===== config.mk =====
export PLATFORM = sky130hd
export DESIGN_NAME = full_subtractor_core
export DESIGN_NICKNAME = d
export VERILOG_FILES = /design/src/rtl/full_subtractor_core.sv
export SDC_FILE = /design/constraint.sdc
export NUM_CORES = 1
export LEC_CHECK = 0
export ABC_CLOCK_PERIOD_IN_PS = 800
export BUFFER_PORTS_ARGS = -buffer_cell sky130_fd_sc_hd__buf_2
export CAP_MARGIN = 5
export CORE_AREA = 2 2 39 41
export CTS_BUF_LIST = sky130_fd_sc_hd__clkbuf_4
export DETAILED_ROUTE_END_ITERATION = 6
export DIE_AREA = 0 0 41 43
export GPL_TIMING_DRIVEN = 0
export PLACE_DENSITY = 0.43
export REMOVE_ABC_BUFFERS = 1
export SLEW_MARGIN = 20
export SYNTH_ARGS = -nofsm -noshare
export SYNTH_HDL_FRONTEND = slang
export SYNTH_SLANG_ARGS = --single-unit
export TNS_END_PERCENT = 10

===== constraint.sdc =====
create_clock -name clk -period 0.8 [get_ports clk]
set_input_delay 0.04 -clock clk [delete_from_list [all_inputs] [get_ports clk]]
set_output_delay 0.04 -clock clk [all_outputs]
set_load 0.05 [all_outputs]

===== src/rtl/full_subtractor_core.sv =====
// Registered WIDTH-bit subtractor: difference = (a - b - bin) mod 2^WIDTH with unsigned borrow.
// Two cascaded ripple chains of 1-bit full-subtractor cells feed a single register stage.
module full_subtractor_core #(
  parameter int unsigned WIDTH = 2
) (
  input  logic             clk,
  input  logic             rst,
  input  logic             in_valid,
  input  logic [WIDTH-1:0] a,
  input  logic [WIDTH-1:0] b,
  input  logic [WIDTH-1:0] bin,
  output logic [WIDTH-1:0] difference,
  output logic             borrow,
  output logic             out_valid
);

  logic [WIDTH-1:0] d_ab;
  logic [WIDTH-1:0] difference_next;
  logic             borrow_next;

  // One full-subtractor cell: {borrow_out, diff}
  function automatic logic [1:0] fs_cell(input logic x, input logic y, input logic z);
    return {(~x & y) | (~x & z) | (y & z), x ^ y ^ z};
  endfunction

  // Chain one computes a - b, chain two subtracts bin from that; either borrow-out means a < b + bin
  always_comb begin
    logic       bo_ab;
    logic       bo_bin;
    logic [1:0] cell_ab;
    logic [1:0] cell_bin;
    bo_ab           = 1'b0;
    bo_bin          = 1'b0;
    cell_ab         = 2'b00;
    cell_bin        = 2'b00;
    d_ab            = '0;
    difference_next = '0;
    for (int unsigned i = 0; i < WIDTH; i++) begin
      cell_ab            = fs_cell(a[i], b[i], bo_ab);
      d_ab[i]            = cell_ab[0];
      bo_ab              = cell_ab[1];
      cell_bin           = fs_cell(d_ab[i], bin[i], bo_bin);
      difference_next[i] = cell_bin[0];
      bo_bin             = cell_bin[1];
    end
    borrow_next = bo_ab | bo_bin;
  end

  // Result register; results hold while in_valid is low
  always_ff @(posedge clk or posedge rst) begin
    if (rst) begin
      difference <= '0;
      borrow     <= 1'b0;
      out_valid  <= 1'b0;
    end else begin
      out_valid <= in_valid;
      if (in_valid) begin
        difference <= difference_next;
        borrow     <= borrow_next;
      end
    end
  end

endmodule


; Word-level counts from Yosys, hierarchy flattened
; Cells that the tools add are included.
[totals]
ff_bits = 4
latch_bits = 0
mem_bits_rw = 0
rom_bits = 0
inputBits = 9
word_cells = 26
n_memories = 0
[classes]
add_sub_neg = 0
n_mul = 0
div_mod_pow = 0
n_lt_le_gt_ge = 0
n_eq_ne = 0
shifts = 0
mux = 0
n_bitwise = 23
n_reduce_logical = 0
[ops]
columns = operator, n
row1 = $and 1x1->1, 8
row2 = $xor 1x1->1, 6
row3 = $or 1x1->1, 5
row4 = $not 1->1, 4

; Depth between registers and ports, before layout
; Gate-level depths: netlist of the first run.
[logic_depth]
depth_word = 8
depth_mapped = 6
ltp_nobuf = 6

; Worst setup path before layout of the first run
; Ideal clock, no wire load.
[synth_path]
path_type = input-to-reg
start = in a[0]
end = reg difference[1]
arrival_ns = 1.384
required_ns = 0.675
slack_ns = -0.709
cell_stages = 6
n_path_buf = 0
path_cell_list = inv_1 ha_1 inv_1 fa_1 fa_1 mux2_4
[synth_via]
elab_chain_len = 5
elab_cells_between_ends = 8
classes_between = bitwise (8)
[synth_rtl]
columns = item, line
row1 = start: declaration, 9  ; input logic [WIDTH-1:0] a,
row2 = $not 1->1, n/a
row3 = $and 1x1->1, 23  ; return {(~x & y) | (~x & z) | (y & z), x ^ y ^ z};
row4 = $xor 1x1->1 (2 in series), 23
row5 = $xor 1x1->1 (*), 23
row6 = via difference_next[1], 18  ; logic [WIDTH-1:0] difference_next;
row7 = end signal: assignment, 58  ; difference <= difference_next;
row8 = end: declaration, 12  ; output logic [WIDTH-1:0] difference,
; The timed path passes the listed nets; every way through them passes the cells marked *.
; A chain may end at the register's enable or synchronous reset.

; Worst setup path in the final report of the first run
; Ends and elaborated chain as after synthesis.

==> impl_metrics.py, run 1 <==
metrics = {
    "outcome": {
        "status": "finished, violations left",
        "violations": "setup timing",
    },
    "global_route": {
        "grt_pass1_vias": 179,
        "grt_start_max_net_pins": 7,
        "antenna_found_initial": 0,
        "grt_pass1_wl_um": 690,
        "grt_overflow": 0,
        "grt_util_met1_pct": 7.49,
        "grt_use_met3_pct": 3.14,
        "met2_usage_pct": 7.50,
        "grt-busiest-layer": "met2",
        "grtUsageTotal_pct": 6.25,
    },
    "sta": {
        "setup_viol": 5,
        "hold_violations": 0,
        "slew_headroom_pct": 89.7,
        "max_freq_mhz": 732,
        "timing.final.ws_setup_ns": -0.567,
        "holdWs_ns": 0.00948,
        "period_needed_ns": 1.37,
        "drv_slew": 0,
        "rsz0062_at_grt": "yes",
        "period_share_pct": 171,
        "worstMarginPinSlew_ns": 0.154,
        "clock_skew_ns": 0,
    },
    "worst_setup_path": {
        "arrival_ns": 1.48,
        "crit_fanout": 1,
        "crit_slowest_cell": "fa_1",
        "path_delay_family": "adder cells",
        "crit_path_cell_trace": "buf_6, inv_4, ha_4, inv_2, fa_1, fa_1, mux2_4",
        "cp_common_cell": "fa_1",
        "reg2regPathDepth": 1,
        "timing.rr.start": "difference[1]",
        "ff2ff_setup_slack_ns": 0.04,
        "crit_type": "in -> reg",
        "crit_buf_inv": 3,
        "endpoint_kind": "flop",
        "reg2reg_to": "difference[1]",
        "critPathRequiredTime_ns": 0.91,
        "critical-path-max-stage-delay_ns": 0.49,
        "worstSetupStartpointType": "primary input",
    },
    "cts": {
        "cts_buffers": 3,
        "post_cts.repair.setup_buffers": 0,
        "cts.sinks": 4,
        "cts-root-buf": "clkbuf_4",
        "worstSkewPairLatency_ns": 0.23,
        "htree_levels": 1,
        "clk_pin_slew_ns": 0.04,
        "clk_path_buf_depth": 2,
        "cts_tree": "built",
    },
    "run": {
        "maxCapViolations": 0,
    },
    "power_and_ir_drop": {
        "power_density_mw_per_mm2": 2180,
        "cellLeakagePower_nw": 0.190,
        "ir_drop_uv": 411,
    },
    "routing": {
        "drt_wl_total_um": 444,
        "viasPerCell": 3.53,
        "drtIter0Drc": 0,
        "routedWlPerCell_um": 8.71,
        "dr.pass1.iters": 1,
        "post-route-drc-count": 0,
        "postRouteAntennaNets": 0,
        "dr_total_vias": 180,
    },
    "floorplanning": {
        "rows": 14,
        "core_mm2": 0.00138,
        "start_util_pct": 16.0,
        "fp.dieArea_mm2": 0.00176,
        "die_w_um": 41,
        "dieHeight_um": 43,
        "pin_count": 13,
    },
    "layout": {
        "fin_util_pct": 27.5,
        "layout_common_cells": "7 x buf_2, 5 x buf_6, 4 x inv_1, 4 x dfrtp_1, 3 x clkbuf_4",
        "synthToLayoutAreaGrowth_pct": 71.8,
        "final_layout_size_suffix_gt1_share_pct": 54.3,
        "layout.nets": 50,
        "final_common_cell": "buf_2",
        "fill_cells": 148,
        "antenna_cells": 0,
    },
    "place": {
        "port_buffers": 12,
        "routabilityCongestion": 0.606,
        "pre_cts_slack_ns": -0.869,
        "dp_hpwl_um": 375,
    },
    "synthesis": {
        "ys.warnings.count": 0,
        "synth_area_um2": 221,
        "synthCells": 19,
        "syn_area_per_cell_um2": 11.7,
        "ys_ff_latch": 4,
        "yosysUniqueCellTypes": 8,
        "seq_area_frac_synth_pct": 45.2,
    },
    "hold_path": {
        "hp-class": "in -> reg",
        "hp-start": "in_valid",
        "whs_endpoint": "out_valid",
        "holdPathStages": 1,
    },
}
[layer usage]
metal  share of wire [%]  routed length [µm]  vias up
li1                    -                   -       90
met1                  45                 201       77
met2                  40                 179       13
met3                  14                  63        0
met4                   0                   0        0
met5                   0                   0        -
[synth_stat cells]
| library cell | n | area, µm² |
|---|---|---|
| ha_1 | 2 | 25.0 |
| a31oi_1 | 1 | 6.26 |
| mux2_4 | 1 | 15.0 |
| a21oi_1 | 1 | 5.00 |
| inv_1 | 6 | 22.5 |
| nor2_1 | 2 | 7.51 |
| dfrtp_1 | 4 | 100 |
| fa_1 | 2 | 40.0 |
[how the worst max path moves through the flow]
stage | slack [ns] | endpoint | from | cells past startpoint
6_report | -0.57 | difference[1] | a[0] | 7
5_1_grt | -0.58 | difference[1] | a[0] | 7
4_1_cts | -0.61 | difference[1] | a[0] | 7
3_5_place_dp | -0.87 | difference[1] | a[0] | 7
3_3_place_gp | -0.85 | difference[1] | a[0] | 7
2_1_floorplan | -0.71 | difference[1] | a[0] | 6
[cell families after synthesis]
| kind of cell | Yosys count | synth area share [%] |
|---|---|---|
| buf+inv | 6 | 10.2 |
| fa+ha+maj | 4 | 29.4 |
| flops | 4 | 45.2 |
| compound gates | 2 | 5.08 |
| simple gates | 2 | 3.39 |
| mux | 1 | 6.78 |
[per-stage QoR]
step / total power [mW] / setup TNS (ns) / instance area [µm²] / instances
6_report: 0.829 / -0.949 / 380 / 51
2_1_floorplan: 0.451 / -1.26 / 221 / 19
3_5_place_dp: 0.529 / -1.62 / 302 / 47
3_3_place_gp: 0.526 / -1.60 / 302 / 47
5_1_grt: 0.892 / -1.09 / 380 / 51
4_1_cts: 0.850 / -1.09 / 380 / 51
[layout make-up]
| type | instances | area, µm² | area share [%] |
|---|---|---|---|
| multi-input cells | 9 | 111 | 29.3 |
| repair buffers | 13 | 101 | 26.6 |
| flip-flops and latches | 4 | 100 | 26.3 |
| inverters | 6 | 25.0 | 6.58 |
| clock buffers | 3 | 22.5 | 5.92 |
| well taps | 16 | 20.0 | 5.26 |
[where the power goes]
group / total (mW) / internal [mW] / switching (mW)
Clock: 0.240 / 0.167 / 0.0733
Combinational: 0.326 / 0.139 / 0.187
Sequential: 0.262 / 0.238 / 0.0244
[repair_timing]
item	CTS	global route
gates resized for setup	14	0
endpoints found under the setup margin	6	6
endpoints found under the hold margin	4	0
hold buffers	1	0
pin swaps	3	2
[sequential cells by signal, indices dropped and copies added (netlist names)]
name	flops
borrow	1
difference	2
out_valid	1
Power figures use the tool's default switching activity.
==> run 2, diff against run 1 <==
CELL_PAD_IN_SITES_DETAIL_PLACEMENT = 1   (was not set)
CELL_PAD_IN_SITES_GLOBAL_PLACEMENT = 1   (was not set)
PLACE_DENSITY = 0.52   (was 0.43)
SLEW_MARGIN = not set   (was 20)
==> impl_metrics.py, run 2 (synthesized netlist as in run 1, its figures left out) <==
metrics = {
    "routing": {
        "routedWlPerCell_um": 9.25,
        "viasPerCell": 3.67,
        "drt_wl_total_um": 472,
        "post-route-drc-count": 0,
        "dr_total_vias": 187,
        "dr.pass1.iters": 1,
        "drtIter0Drc": 0,
        "postRouteAntennaNets": 0,
    },
    "floorplanning": {
        "dieHeight_um": 43,
        "start_util_pct": 16.0,
        "core_mm2": 0.00138,
        "fp.dieArea_mm2": 0.00176,
        "rows": 14,
        "pin_count": 13,
        "die_w_um": 41,
    },
    "sta": {
        "period_share_pct": 170,
        "holdWs_ns": -0.00309,
        "hold_violations": 1,
        "slew_headroom_pct": 89.6,
        "rsz0062_at_grt": "yes",
        "setup_viol": 5,
        "clock_skew_ns": 0,
        "max_freq_mhz": 735,
        "worstMarginPinSlew_ns": 0.156,
        "drv_slew": 0,
        "period_needed_ns": 1.36,
        "timing.final.ws_setup_ns": -0.561,
    },
    "layout": {
        "fill_cells": 159,
        "top_regs": "difference: 2 flops, borrow: 1 flops, out_valid: 1 flops",
        "largest_reg_flops": 2,
        "layout_common_cells": "7 x buf_2, 5 x buf_6, 4 x inv_1, 4 x dfrtp_1, 3 x clkbuf_4",
        "final_layout_size_suffix_gt1_share_pct": 54.3,
        "fin_util_pct": 27.5,
        "layout.nets": 50,
        "antenna_cells": 0,
        "final_common_cell": "buf_2",
        "top_register": "difference",
        "synthToLayoutAreaGrowth_pct": 71.8,
    },
    "global_route": {
        "grt_pass1_vias": 241,
        "grt_overflow": 0,
        "grtUsageTotal_pct": 7.34,
        "antenna_found_initial": 0,
        "grt_pass1_wl_um": 848,
        "grt_start_max_net_pins": 7,
    },
    "power_and_ir_drop": {
        "ir_drop_uv": 373,
        "power_density_mw_per_mm2": 2170,
        "cellLeakagePower_nw": 0.190,
    },
    "worst_setup_path": {
        "worstSetupStartpointType": "primary input",
        "crit_type": "in -> reg",
        "reg2reg_to": "difference[1]",
        "crit_fanout": 1,
        "critPathRequiredTime_ns": 0.91,
        "timing.rr.start": "difference[1]",
        "setup.worst_path.start": "a[0]",
        "arrival_ns": 1.47,
        "endpoint_kind": "flop",
        "reg2regPathDepth": 1,
        "ff2ff_setup_slack_ns": 0.04,
    },
    "place": {
        "routabilityCongestion": 0.581,
        "dp_hpwl_um": 436,
        "port_buffers": 12,
    },
    "cts": {
        "clk_pin_slew_ns": 0.03,
        "hold_buffers": 1,
        "cts-root-buf": "clkbuf_4",
        "worstSkewPairLatency_ns": 0.23,
        "cts_tree": "built",
        "cts_buffers": 3,
        "htree_levels": 1,
        "clk_path_buf_depth": 2,
        "cts.sinks": 4,
    },
    "run": {
        "maxCapViolations": 0,
    },
    "hold_path": {
        "hp-class": "in -> reg",
        "whs_endpoint": "out_valid",
        "holdPathStages": 1,
        "hp-start": "in_valid",
    },
    "outcome": {
        "status": "finished, violations left",
        "violations": "hold timing, setup timing",
    },
}
-- run 2: cell counts in the layout (fill, tap and decap cells not counted) --
Identical to the previous run, type by type.
-- run 2: timing repair --
item	CTS	global route
setup buffers	0	0
endpoints found under the setup margin	6	6
gates resized for setup	14	0
endpoints found under the hold margin	5	1
pin swaps	3	3
-- run 2: where the power goes --
part / total [mW] / switching (mW) / internal (mW) / leakage [nW]
combinational: 0.327 / 0.188 / 0.139 / 0.131
sequential: 0.263 / 0.0248 / 0.238 / 0.0452
clock: 0.238 / 0.0706 / 0.167 / 0.0138
total: 0.827 / 0.283 / 0.544 / 0.190
-- run 2: per-layer routing --
| layer | track usage [%] | vias to the layer above | wire [µm] |
|---|---|---|---|
| li1 | - | 90 | - |
| met1 | 6.80 | 84 | 178 |
| met2 | 12.2 | 13 | 227 |
| met3 | 2.09 | 0 | 66 |
| met4 | 6.00 | 0 | 0 |
| met5 | 0 | - | 0 |
-- run 2: worst max-delay path, stage by stage --
cell,delay [ns]
buf_6,0.09
inv_4,0.04
ha_4,0.11
inv_2,0.03
fa_1,0.49
fa_1,0.41
mux2_4,0.26
-- run 2: stage by stage --
stage / cell area, µm² / total power [mW] / setup slack (ns) / setup TNS [ns] / std cells
6_report: 380 / 0.827 / -0.561 / -0.963 / 51
5_1_grt: 380 / 0.895 / -0.612 / -1.19 / 51
4_1_cts: 380 / 0.855 / -0.605 / -1.14 / 51
3_5_place_dp: 302 / 0.534 / -0.857 / -1.67 / 47
3_3_place_gp: 302 / 0.521 / -0.822 / -1.54 / 47
2_1_floorplan: 221 / 0.451 / -0.709 / -1.26 / 19
-- run 2: worst max path at each step --
stage               endpoint  slack (ns)  depth (start not counted)
6_report       difference[1]       -0.56                          7
5_1_grt        difference[1]       -0.61                          7
4_1_cts        difference[1]       -0.60                          7
3_5_place_dp   difference[1]       -0.86                          7
3_3_place_gp   difference[1]       -0.82                          7
2_1_floorplan  difference[1]       -0.71                          6
-- run 2: cell type report --
type                    instances  area, µm²  share of cell area (%)
multi-input cells               9        111                    29.3
inverters                       6       25.0                    6.58
repair buffers                 13        101                    26.6
flip-flops and latches          4        100                    26.3
clock buffers                   3       22.5                    5.92
well taps                      16       20.0                    5.26
==> run 3, diff against run 2 <==
ABC_AREA = 1   (was not set)
PLACE_DENSITY = 0.55   (was 0.52)
SKIP_CTS_REPAIR_TIMING = 1   (was not set)
==> impl_metrics.py, run 3 <==
metrics = {
    "worst_setup_path": {
        "crit_path_cell_trace": "buf_6, inv_4, ha_4, inv_2, fa_1, fa_1, nand2_1, nand2_1",
        "timing.rr.start": "borrow",
        "crit_slowest_cell": "fa_1",
        "crit_fanout": 1,
        "reg2reg_to": "borrow",
        "critical-path-max-stage-delay_ns": 0.52,
        "arrival_ns": 1.38,
        "critPathRequiredTime_ns": 0.92,
        "setup.worst_path.start": "a[0]",
        "worstSetupStartpointType": "primary input",
        "endpoint_kind": "flop",
        "cp.depth": 8,
        "ff2ff_setup_slack_ns": 0.19,
        "reg2regPathDepth": 2,
        "path_delay_family": "adder cells",
        "crit_type": "in -> reg",
        "crit_buf_inv": 3,
    },
    "hold_path": {
        "whs_endpoint": "borrow",
        "holdPathStages": 3,
        "hp-start": "in_valid",
        "hp-class": "in -> reg",
    },
    "power_and_ir_drop": {
        "cellLeakagePower_nw": 0.220,
        "power_density_mw_per_mm2": 1960,
        "p_clk_share_pct": 31.2,
        "p_int_mw": 0.504,
        "seq_power_share_pct": 32.3,
        "ir_drop_uv": 340,
        "p_switching_mw": 0.272,
        "comb_power_share_pct": 36.5,
        "sw_frac_of_total_pct": 35.1,
        "finalPower_mw": 0.776,
    },
    "sta": {
        "hold_violations": 0,
        "max_freq_mhz": 794,
        "rsz0062_at_grt": "yes",
        "drv_slew": 0,
        "period_share_pct": 157,
        "timing.final.ws_setup_ns": -0.460,
        "finalSetupTns_ns": -0.917,
        "slew_headroom_pct": 83.6,
        "clock_skew_ns": 0,
        "period_needed_ns": 1.26,
        "worstMarginPinSlew_ns": 0.247,
        "setup_viol": 5,
    },
    "layout": {
        "antenna_cells": 0,
        "final_layout_size_suffix_gt1_share_pct": 44.2,
        "synthToLayoutAreaGrowth_pct": 69.9,
        "layout_common_cells": "10 x nand2_1, 8 x buf_2, 5 x inv_1, 4 x dfrtp_1, 4 x buf_6",
        "final_common_cell": "nand2_1",
        "layout.nets": 58,
        "stdcell_area_um2": 395,
        "largest_reg_flops": 2,
        "top_regs": "difference: 2 flops, borrow: 1 flops, out_valid: 1 flops",
        "top_register": "difference",
    },
    "routing": {
        "postRouteAntennaNets": 0,
        "post-route-drc-count": 0,
        "dr_total_vias": 213,
        "drtIter0Drc": 0,
        "routedWlPerCell_um": 8.71,
        "drt_wl_total_um": 514,
        "dr.pass1.iters": 1,
        "viasPerCell": 3.61,
    },
    "run": {
        "maxCapViolations": 0,
    },
    "floorplanning": {
        "die_w_um": 41,
        "dieHeight_um": 43,
        "fp.dieArea_mm2": 0.00176,
        "rows": 14,
        "start_util_pct": 16.8,
        "pin_count": 13,
        "core_mm2": 0.00138,
    },
    "synthesis": {
        "synth_area_um2": 233,
        "syn_area_per_cell_um2": 8.95,
        "ys_ff_latch": 4,
        "async_flop_share_pct": 100,
        "yosysUniqueCellTypes": 6,
        "yosysTopAreaCellShare_pct": 43.0,
        "synth.area.top_cells": "dfrtp_1 43%, fa_1 17%, nand2_1 16%",
        "ys.warnings.count": 0,
        "netlist_top_cells_count": "10 x nand2_1, 7 x inv_1, 4 x dfrtp_1",
        "synth.largest_area_cell": "dfrtp_1",
        "synthCells": 26,
        "yosysMostFrequentCell": "nand2_1",
        "seq_area_frac_synth_pct": 43.0,
        "synth_ff_type": "dfrtp_1",
        "synth_edf_count": 0,
    },
    "global_route": {
        "antenna_found_initial": 0,
        "grt_pass1_wl_um": 759,
        "grtUsageTotal_pct": 6.83,
        "grt_pass1_vias": 217,
        "grt_overflow": 0,
        "grt_start_max_net_pins": 6,
    },
    "cts": {
        "clk_path_buf_depth": 2,
        "cts_buffers": 3,
        "worstSkewPairLatency_ns": 0.23,
        "cts.sinks": 4,
        "clk_pin_slew_ns": 0.04,
        "cts_tree": "built",
        "cts-root-buf": "clkbuf_4",
        "htree_levels": 1,
    },
    "place": {
        "dp_hpwl_um": 409,
        "routabilityCongestion": 0.550,
        "postPlaceCellArea_um2": 313,
        "port_buffers": 12,
    },
    "outcome": {
        "status": "finished, violations left",
        "violations": "setup timing",
    },
}
[run 3: logic make-up after synthesis]
kind of cell,Yosys count,share of synthesized area [%]
fa+ha+maj,4,28.0
buf+inv,8,12.9
flops,4,43.0
simple gates,10,16.1
[run 3: worst reg2reg max path: stages, from the launching register on]
cell,delay [ns]
dfrtp_1,0.38
nand2_1,0.07
nand2_1,0.05
[run 3: through the flow]
stage	setup WS [ns]	cells	util, %	hold slack (ns)
2_1_floorplan	-0.561	26	-	-0.194
3_3_place_gp	-0.690	54	22.6	-0.0756
3_5_place_dp	-0.726	54	22.6	-0.0759
4_1_cts	-0.475	57	24.2	-0.326
5_1_grt	-0.512	59	28.6	0.0974
6_report	-0.460	59	28.6	0.0810
[run 3: final cells by class]
class	instances	area [µm²]
Multi-Input combinational cell	14	115
Tap cell	16	20.0
Fill cell	164	988
Timing Repair Buffer	14	105
Clock buffer	3	22.5
Inverter	8	32.5
Sequential cell	4	100
[run 3: power groups by stage]
stage                     Combinational [mW]  Clock, mW  Sequential (mW)
after floorplan                       0.0669          0            0.355
after global placement                 0.240          0            0.250
after detailed placement               0.246          0            0.249
after CTS                              0.247      0.258            0.247
after global routing                   0.316      0.272            0.255
final                                  0.283      0.242            0.251
[run 3: worst max-delay path by stage]
stage	endpoint	slack (ns)
floorplan	difference[1]	-0.56
global placement	difference[1]	-0.69
detailed placement	difference[1]	-0.73
global route	difference[1]	-0.51
CTS	difference[1]	-0.48
finish	difference[1]	-0.46
[run 3: routing by layer]
| metal | share of wire [%] | track usage (%) | routed length (µm) |
|---|---|---|---|
| met5 | 0 | 0 | 0 |
| met4 | 0 | 8.00 | 0 |
| met3 | 13 | 1.57 | 67 |
| met2 | 50 | 9.06 | 258 |
| met1 | 37 | 7.74 | 188 |
